--- config.mk ---
export PLATFORM = sky130hd
export DESIGN_NAME = ajuste_relogio
export DESIGN_NICKNAME = d
export VERILOG_FILES = /design/src/rtl/ajuste_relogio.sv
export SDC_FILE = /design/constraint.sdc
export NUM_CORES = 1
export LEC_CHECK = 0
export ABC_AREA = 1
export ABC_CLOCK_PERIOD_IN_PS = 4800
export CORE_UTILIZATION = 40
export DETAILED_ROUTE_END_ITERATION = 6
export PLACE_DENSITY = 0.64
export SYNTH_ARGS = -nofsm -noshare
export SYNTH_HDL_FRONTEND = slang
export SYNTH_HIERARCHICAL = 1
export SYNTH_SLANG_ARGS = --single-unit
--- constraint.sdc ---
create_clock -name main_clock -period 4.8 [get_ports main_clock]
set_input_delay 0.96 -clock main_clock [delete_from_list [all_inputs] [get_ports main_clock]]
set_output_delay 0.96 -clock main_clock [all_outputs]
set_load 0.02 [all_outputs]
--- src/rtl/ajuste_relogio.sv ---
// -----------------------------------------------------------------------------
// ajuste_relogio : time-entry front end for the BCD clock.
//
// Writes the clock's hh:mm registers. Two raw push-buttons (mode, increment)
// are synchronized and debounced into one-cycle pulses that drive a small
// edit state machine:
//   RUN    -> mode captures the running time and starts editing the hours
//   SET_H  -> inc steps the hour pair (23 wraps to 00), mode moves on
//   SET_M  -> inc steps the minute pair (59 wraps to 00), mode commits
//   COMMIT -> one-cycle load strobe, then back to RUN
// While editing, the counters are paused and the field being edited blinks
// at the 1 Hz tick rate. An edit left idle for TIMEOUT_S ticks is abandoned
// without loading anything.
//
// Ports
//   main_clock             system clock
//   main_reset             asynchronous, active-low reset
//   enable_1hz             one-cycle pulse per second
//   btn_mode, btn_inc      raw, bouncy, active-high buttons
//   cur_h_msd..cur_m_lsd   current time from the counters (BCD)
//   set_h_msd..set_m_lsd   edited time to load (BCD, always legal)
//   load                   one-cycle strobe: counters take set_*, seconds 00
//   pause                  high while editing, counters ignore enable_1hz
//   blank_h, blank_m       blank the hour / minute digit pair (blink)
// -----------------------------------------------------------------------------

// Per-button conditioner: 2-FF synchronizer, stability counter, and a
// one-cycle pulse on each accepted rising level.
module ajuste_relogio_debounce #(
  parameter int unsigned DEBOUNCE_CYCLES = 500000
) (
  input  logic main_clock,
  input  logic main_reset,
  input  logic raw,
  output logic rise
);

  localparam int unsigned CW = (DEBOUNCE_CYCLES > 1) ? $clog2(DEBOUNCE_CYCLES) : 1;
  localparam logic [CW-1:0] CNT_MAX = CW'(DEBOUNCE_CYCLES - 1);

  logic          sync_a;
  logic          sync_b;
  logic          level;
  logic [CW-1:0] stable_cnt;
  logic          changing;
  logic          settled;

  // sync_a differing from sync_b means the synchronized level is about to
  // change, so the stability count restarts one cycle early; this keeps the
  // press-to-pulse latency at 2 + DEBOUNCE_CYCLES.
  assign changing = (sync_a != sync_b);
  assign settled  = !changing && (stable_cnt == CNT_MAX);

  // The pulse is taken in the same cycle the debounced level is updated, so
  // a held button produces exactly one pulse.
  assign rise = settled && sync_b && !level;

  // NOTE: sequential state uses non-blocking assignments only, so every
  // register samples the values from before the edge regardless of order.
  always_ff @(posedge main_clock or negedge main_reset) begin
    if (!main_reset) begin
      sync_a     <= 1'b0;
      sync_b     <= 1'b0;
      level      <= 1'b0;
      stable_cnt <= '0;
    end else begin
      sync_a <= raw;
      sync_b <= sync_a;
      if (changing) begin
        stable_cnt <= '0;
      end else if (stable_cnt != CNT_MAX) begin
        stable_cnt <= stable_cnt + CW'(1);
      end
      if (settled) begin
        level <= sync_b;
      end
    end
  end

endmodule

module ajuste_relogio #(
  parameter int unsigned DEBOUNCE_CYCLES = 500000,
  parameter int unsigned TIMEOUT_S       = 30
) (
  input  logic       main_clock,
  input  logic       main_reset,
  input  logic       enable_1hz,
  input  logic       btn_mode,
  input  logic       btn_inc,
  input  logic [2:0] cur_h_msd,
  input  logic [3:0] cur_h_lsd,
  input  logic [2:0] cur_m_msd,
  input  logic [3:0] cur_m_lsd,
  output logic [2:0] set_h_msd,
  output logic [3:0] set_h_lsd,
  output logic [2:0] set_m_msd,
  output logic [3:0] set_m_lsd,
  output logic       load,
  output logic       pause,
  output logic       blank_h,
  output logic       blank_m
);

  typedef enum logic [1:0] {
    RUN    = 2'd0,
    SET_H  = 2'd1,
    SET_M  = 2'd2,
    COMMIT = 2'd3
  } state_t;

  localparam int unsigned IW = (TIMEOUT_S > 1) ? $clog2(TIMEOUT_S + 1) : 1;
  localparam logic [IW-1:0] IDLE_LAST = IW'(TIMEOUT_S - 1);

  state_t        state;
  logic          blink;
  logic [IW-1:0] idle;

  logic          p_mode;
  logic          p_inc;

  // ---------------------------------------------------------------------------
  // Button conditioning
  // ---------------------------------------------------------------------------
  ajuste_relogio_debounce #(.DEBOUNCE_CYCLES(DEBOUNCE_CYCLES)) u_deb_mode (
    .main_clock (main_clock),
    .main_reset (main_reset),
    .raw        (btn_mode),
    .rise       (p_mode)
  );

  ajuste_relogio_debounce #(.DEBOUNCE_CYCLES(DEBOUNCE_CYCLES)) u_deb_inc (
    .main_clock (main_clock),
    .main_reset (main_reset),
    .raw        (btn_inc),
    .rise       (p_inc)
  );

  // ---------------------------------------------------------------------------
  // Datapath helpers: captured (clamped) time, incremented fields, next blink
  // ---------------------------------------------------------------------------
  logic       hour_ok;
  logic       min_ok;
  logic [2:0] cap_h_msd;
  logic [3:0] cap_h_lsd;
  logic [2:0] cap_m_msd;
  logic [3:0] cap_m_lsd;
  logic [2:0] nxt_h_msd;
  logic [3:0] nxt_h_lsd;
  logic [2:0] nxt_m_msd;
  logic [3:0] nxt_m_lsd;
  logic       blink_nxt;

  // Illegal captured fields are forced to 00 so the edit registers only ever
  // hold values the counters can represent.
  assign hour_ok = (cur_h_msd <= 3'd2) && (cur_h_lsd <= 4'd9) &&
                   !((cur_h_msd == 3'd2) && (cur_h_lsd > 4'd3));
  assign min_ok  = (cur_m_msd <= 3'd5) && (cur_m_lsd <= 4'd9);

  // An increment press always makes the field visible again; otherwise the
  // blink phase follows the 1 Hz tick.
  assign blink_nxt = p_inc ? 1'b0 : (enable_1hz ? !blink : blink);

  // NOTE: every signal written in always_comb gets a default first, so no
  // path through the block can leave it unassigned and infer a latch.
  always_comb begin
    cap_h_msd = 3'd0;
    cap_h_lsd = 4'd0;
    cap_m_msd = 3'd0;
    cap_m_lsd = 4'd0;
    if (hour_ok) begin
      cap_h_msd = cur_h_msd;
      cap_h_lsd = cur_h_lsd;
    end
    if (min_ok) begin
      cap_m_msd = cur_m_msd;
      cap_m_lsd = cur_m_lsd;
    end

    // Hour pair: 09 -> 10, 19 -> 20, 23 -> 00.
    nxt_h_msd = set_h_msd;
    nxt_h_lsd = set_h_lsd + 4'd1;
    if ((set_h_msd == 3'd2) && (set_h_lsd == 4'd3)) begin
      nxt_h_msd = 3'd0;
      nxt_h_lsd = 4'd0;
    end else if (set_h_lsd == 4'd9) begin
      nxt_h_msd = set_h_msd + 3'd1;
      nxt_h_lsd = 4'd0;
    end

    // Minute pair: x9 -> (x+1)0, 59 -> 00, never carries into the hour.
    nxt_m_msd = set_m_msd;
    nxt_m_lsd = set_m_lsd + 4'd1;
    if (set_m_lsd == 4'd9) begin
      nxt_m_lsd = 4'd0;
      nxt_m_msd = (set_m_msd == 3'd5) ? 3'd0 : set_m_msd + 3'd1;
    end
  end

  // ---------------------------------------------------------------------------
  // Edit state machine with registered outputs.
  // Priority inside an edit state: mode pulse, then inc pulse, then the 1 Hz
  // tick. A mode pulse therefore swallows a simultaneous inc, and any pulse
  // cancels a timeout falling in the same cycle.
  // ---------------------------------------------------------------------------
  always_ff @(posedge main_clock or negedge main_reset) begin
    if (!main_reset) begin
      state     <= RUN;
      blink     <= 1'b0;
      idle      <= '0;
      set_h_msd <= 3'd0;
      set_h_lsd <= 4'd0;
      set_m_msd <= 3'd0;
      set_m_lsd <= 4'd0;
      load      <= 1'b0;
      pause     <= 1'b0;
      blank_h   <= 1'b0;
      blank_m   <= 1'b0;
    end else begin
      load <= 1'b0;

      case (state)
        RUN: begin
          pause   <= 1'b0;
          blank_h <= 1'b0;
          blank_m <= 1'b0;
          if (p_mode) begin
            set_h_msd <= cap_h_msd;
            set_h_lsd <= cap_h_lsd;
            set_m_msd <= cap_m_msd;
            set_m_lsd <= cap_m_lsd;
            state     <= SET_H;
            pause     <= 1'b1;
            blink     <= 1'b0;
            idle      <= '0;
          end
        end

        SET_H: begin
          if (p_mode) begin
            state   <= SET_M;
            idle    <= '0;
            blink   <= blink_nxt;
            blank_h <= 1'b0;
            blank_m <= blink_nxt;
          end else if (p_inc) begin
            set_h_msd <= nxt_h_msd;
            set_h_lsd <= nxt_h_lsd;
            idle      <= '0;
            blink     <= 1'b0;
            blank_h   <= 1'b0;
          end else if (enable_1hz) begin
            if (idle == IDLE_LAST) begin
              state   <= RUN;
              pause   <= 1'b0;
              blink   <= 1'b0;
              blank_h <= 1'b0;
              idle    <= '0;
            end else begin
              idle    <= idle + IW'(1);
              blink   <= !blink;
              blank_h <= !blink;
            end
          end
        end

        SET_M: begin
          if (p_mode) begin
            state   <= COMMIT;
            load    <= 1'b1;
            idle    <= '0;
            blink   <= 1'b0;
            blank_m <= 1'b0;
          end else if (p_inc) begin
            set_m_msd <= nxt_m_msd;
            set_m_lsd <= nxt_m_lsd;
            idle      <= '0;
            blink     <= 1'b0;
            blank_m   <= 1'b0;
          end else if (enable_1hz) begin
            if (idle == IDLE_LAST) begin
              state   <= RUN;
              pause   <= 1'b0;
              blink   <= 1'b0;
              blank_m <= 1'b0;
              idle    <= '0;
            end else begin
              idle    <= idle + IW'(1);
              blink   <= !blink;
              blank_m <= !blink;
            end
          end
        end

        COMMIT: begin
          // load was raised on entry and is dropped by the default above.
          state <= RUN;
          pause <= 1'b0;
        end

        default: begin
          state   <= RUN;
          pause   <= 1'b0;
          blink   <= 1'b0;
          blank_h <= 1'b0;
          blank_m <= 1'b0;
        end
      endcase
    end
  end

endmodule

==> impl_metrics.yaml <==
synthesis:
  synth_top_family_by_area: "simple AND/OR/NAND/NOR gates"
  synthesis.nets: 669
  synth.most_common_cell: "nand2_1"
  synth.distinct_cells: 38
  synthCells: 640
  yosysSeqAreaShare_pct: 39.2
  synth_ff_type: "dfrtp_1"
  synthMuxAreaShare_pct: 0.224
  synth_xor_area_share_pct: 1.96
  yosys_warnings: 6
  yosysTopAreaCell: "dfrtp_1"
  synth_area_leaders: "dfrtp_1 (39%), nand2_1 (15%), nand3_1 (8.4%)"
  synth_fa_ha_area_share_pct: 2.80
  ys_ff_latch: 70
  synth.avg_cell_area_um2: 6.99
  synth_edf_count: 0
  yosysTopAreaCellShare_pct: 39.2
  synth-async-reset-ratio_pct: 100
  synth_compound_area_share_pct: 5.54
  synth-simple-area-share_pct: 42.9
  synthTopCellsByCount: "nand2_1 (183), nor2_1 (98), nand3_1 (75)"
  synth_area_um2: 4470
critical_path:
  path_cells: "ha_1 > nand3_2 > inv_2 > nand4_1 > nor2_1 > nand2_1 > nor2_1 > inv_1 > o21ai_0 > nand2_2 > inv_4 > nand2_4 > inv_2 > nand2_1 > nand2_1"
  critPathMostFrequentCell: "nand2_1"
  cp-start-kind: "flop"
  critical_path.top_delay_family: "simple AND/OR/NAND/NOR gates"
  critPathRequiredTime_ns: 5.08
  crit_arrival_ns: 2.78
  path_buf_inv: 4
  critical_path_class: "reg -> reg"
  end_kind: "flop"
  cp_slowest_cell: "dfrtp_1"
  crit_fanout: 5
  cpPeakStageDelay_ns: 0.41
die:
  chipWidth_um: 108
  initial_utilization_pct: 41.1
  dieArea_um2: 11600
  core_um2: 10900
  ioPinCount: 37
  die_h_um: 108
  core.rowCount: 38
timing:
  fin_crit_sh_pct: 52.0
  fmax_mhz: 401
  finalHoldViolCount: 0
  setup_tns_ns: 0
  drv_slew: 0
  worst_slew_pin_slew_ns: 0.898
  fin_skew_ns: 0.0104
  timing.hold.ws_ns: 0.389
  rsz0062_at_grt: "no"
  finalSetupViolCount: 0
  relSlewSlack_pct: 39.9
  min_period_ns: 2.49
worst_hold_path:
  hp-class: "reg -> reg"
power_and_ir_drop:
  power_density_nw_per_um2: 222
  intPower_mw: 0.885
  switchingPower_mw: 0.260
  p_leak_nw: 2.45
  combPwrFrac_pct: 5.9
  switching_share_pct: 22.7
  clockPowerShare_pct: 41.5
  p_total_mw: 1.14
  seqPwrFrac_pct: 52.6
  ir_drop_mv: 0.209
layout:
  nets: 710
  instances_no_fill: 824
  fillers: 1083
  drive_above_1_share_pct: 9.65
  final_util_pct: 47.4
  diodes: 0
  syn_to_final_growth_pct: 15.4
grt:
  grt_pass1_wl_mm: 17.0
  grt_use_total_pct: 18.5
  grt-ovfl-total: 0
  antenna_found_initial: 0
  grt_pass1_vias: 3930
  grt_start_max_net_pins: 71
cts:
  h-tree-depth: 3
  clk_root_buffer_cell: "clkbuf_8"
  numCtsBuffers: 9
  clk_path_buf_depth: 2
  ctsHoldBuffers: 0
  cts_setup_buffers: 0
  cts_tree: "done"
  clkSlewWorstSetupHoldPaths_ns: 0.07
  clkSinkCount: 70
  clock_latency_ns: 0.34
  cts_resized: 0
detailed_routing:
  vias: 4126
  routed_wl_mm: 9.71
  drtIter0Drc: 234
  post_drt_wl_per_cell_um: 11.8
  routed_via_density: 5.01
  drc: 0
  postRouteAntennaNets: 0
  firstDrtPassIters: 4
placement:
  place_congestion: 0.883
  port_buffers: 36
  dp.cells: 810
  dp_hpwl_mm: 7.31
run:
  cap_violations: 0
status:
  status: "finished, final reports clean"
## cells by family (layout without fill, tap and decap cells)
logic type / after synthesis / count (layout)
DFF: 70 / 70
buffers and inverters: 83 / 127
adders and majority gates: 10 / 10
and+or+nand+nor: 422 / 422
AOI/OAI and AO/OA: 44 / 44
muxes: 1 / 1
xor gates and xnor gates: 10 / 10
## worst reg2reg max path, cell delays in order, from the launching register on
cell,delay (ns)
dfrtp_1,0.41
ha_1,0.27
nand3_2,0.16
inv_2,0.12
nand4_1,0.08
nor2_1,0.20
nand2_1,0.10
nor2_1,0.24
inv_1,0.15
o21ai_0,0.21
nand2_2,0.15
inv_4,0.11
nand2_4,0.06
inv_2,0.07
nand2_1,0.06
nand2_1,0.06
## path summary, 6_finish.rpt
check | endpoint | cells past startpoint | startpoint | slack [ns]
max in group asynchronous | blank_m | 1 | main_reset | 3.50
min | u_deb_inc/sync_b | 0 | u_deb_inc/sync_a | 0.39
min in group asynchronous | u_deb_inc/stable_cnt[17] | 1 | main_reset | 0.72
max reg2reg | set_h_msd[0] | 15 | u_deb_inc/stable_cnt[0] | 2.31
min reg2reg | u_deb_inc/sync_b | 0 | u_deb_inc/sync_a | 0.39
max | set_h_msd[0] | 15 | u_deb_inc/stable_cnt[0] | 2.31
## layer usage
layer  vias to the layer above  part of all wire, %  GRT usage [%]
met5                         -                    0              0
met4                         0                  1.3           6.16
met3                        13                  3.2           4.54
met2                        61                   48           30.6
met1                      1937                   47           23.5
li1                       2115                    -              -
## state kept, by name (all words and copies together), names as in the netlist
| register | cells |
|---|---|
| load | 1 |
| set_h_msd | 3 |
| u_deb_inc/sync_b | 1 |
| idle | 5 |
| u_deb_mode/stable_cnt | 19 |
| blink | 1 |
| state | 2 |
| set_m_lsd | 4 |
| set_m_msd | 3 |
| u_deb_inc/sync_a | 1 |
| u_deb_inc/level | 1 |
| set_h_lsd | 4 |
| u_deb_mode/level | 1 |
| u_deb_mode/sync_a | 1 |
| u_deb_inc/stable_cnt | 19 |
| blank_h | 1 |
| pause | 1 |
| blank_m | 1 |
| u_deb_mode/sync_b | 1 |
## power by group through the flow
stage               Combinational, mW  Sequential (mW)  Clock, mW
floorplan                      0.0347            0.612          0
global placement               0.0681            0.613          0
detailed placement             0.0691            0.613          0
CTS                            0.0694            0.602      0.496
global route                   0.0779            0.603      0.518
finish                         0.0677            0.602      0.475
## area by class of cell
class | instances | area [µm²] | area share (%)
clock buffers | 13 | 159 | 3.08
clock inverters | 1 | 30.0 | 0.582
inverters | 77 | 294 | 5.70
multi-input cells | 487 | 2390 | 46.3
flip-flops and latches | 70 | 1750 | 34.0
well taps | 140 | 175 | 3.40
repair buffers | 36 | 358 | 6.94
## stage by stage
stage               setup WS (ns)  area (µm²)
global route                 2.01        5160
finish                       2.31        5160
CTS                          2.31        5160
detailed placement           2.33        4970
floorplan                    2.73        4470
global placement             2.42        4970
## cells in the final DEF, fill, tap and decap left out, types with 10 or more instances in the layout
cell type and count:
nand4_1 13, nand2_1 183, dfrtp_1 70, o21ai_0 12
clkdlybuf4s50_1 35, nor2_1 98, ha_1 10, inv_1 69
clkbuf_8 11, a21oi_1 18, nand3_1 75, nor2_2 15
(Power assumes the default switching activity.)
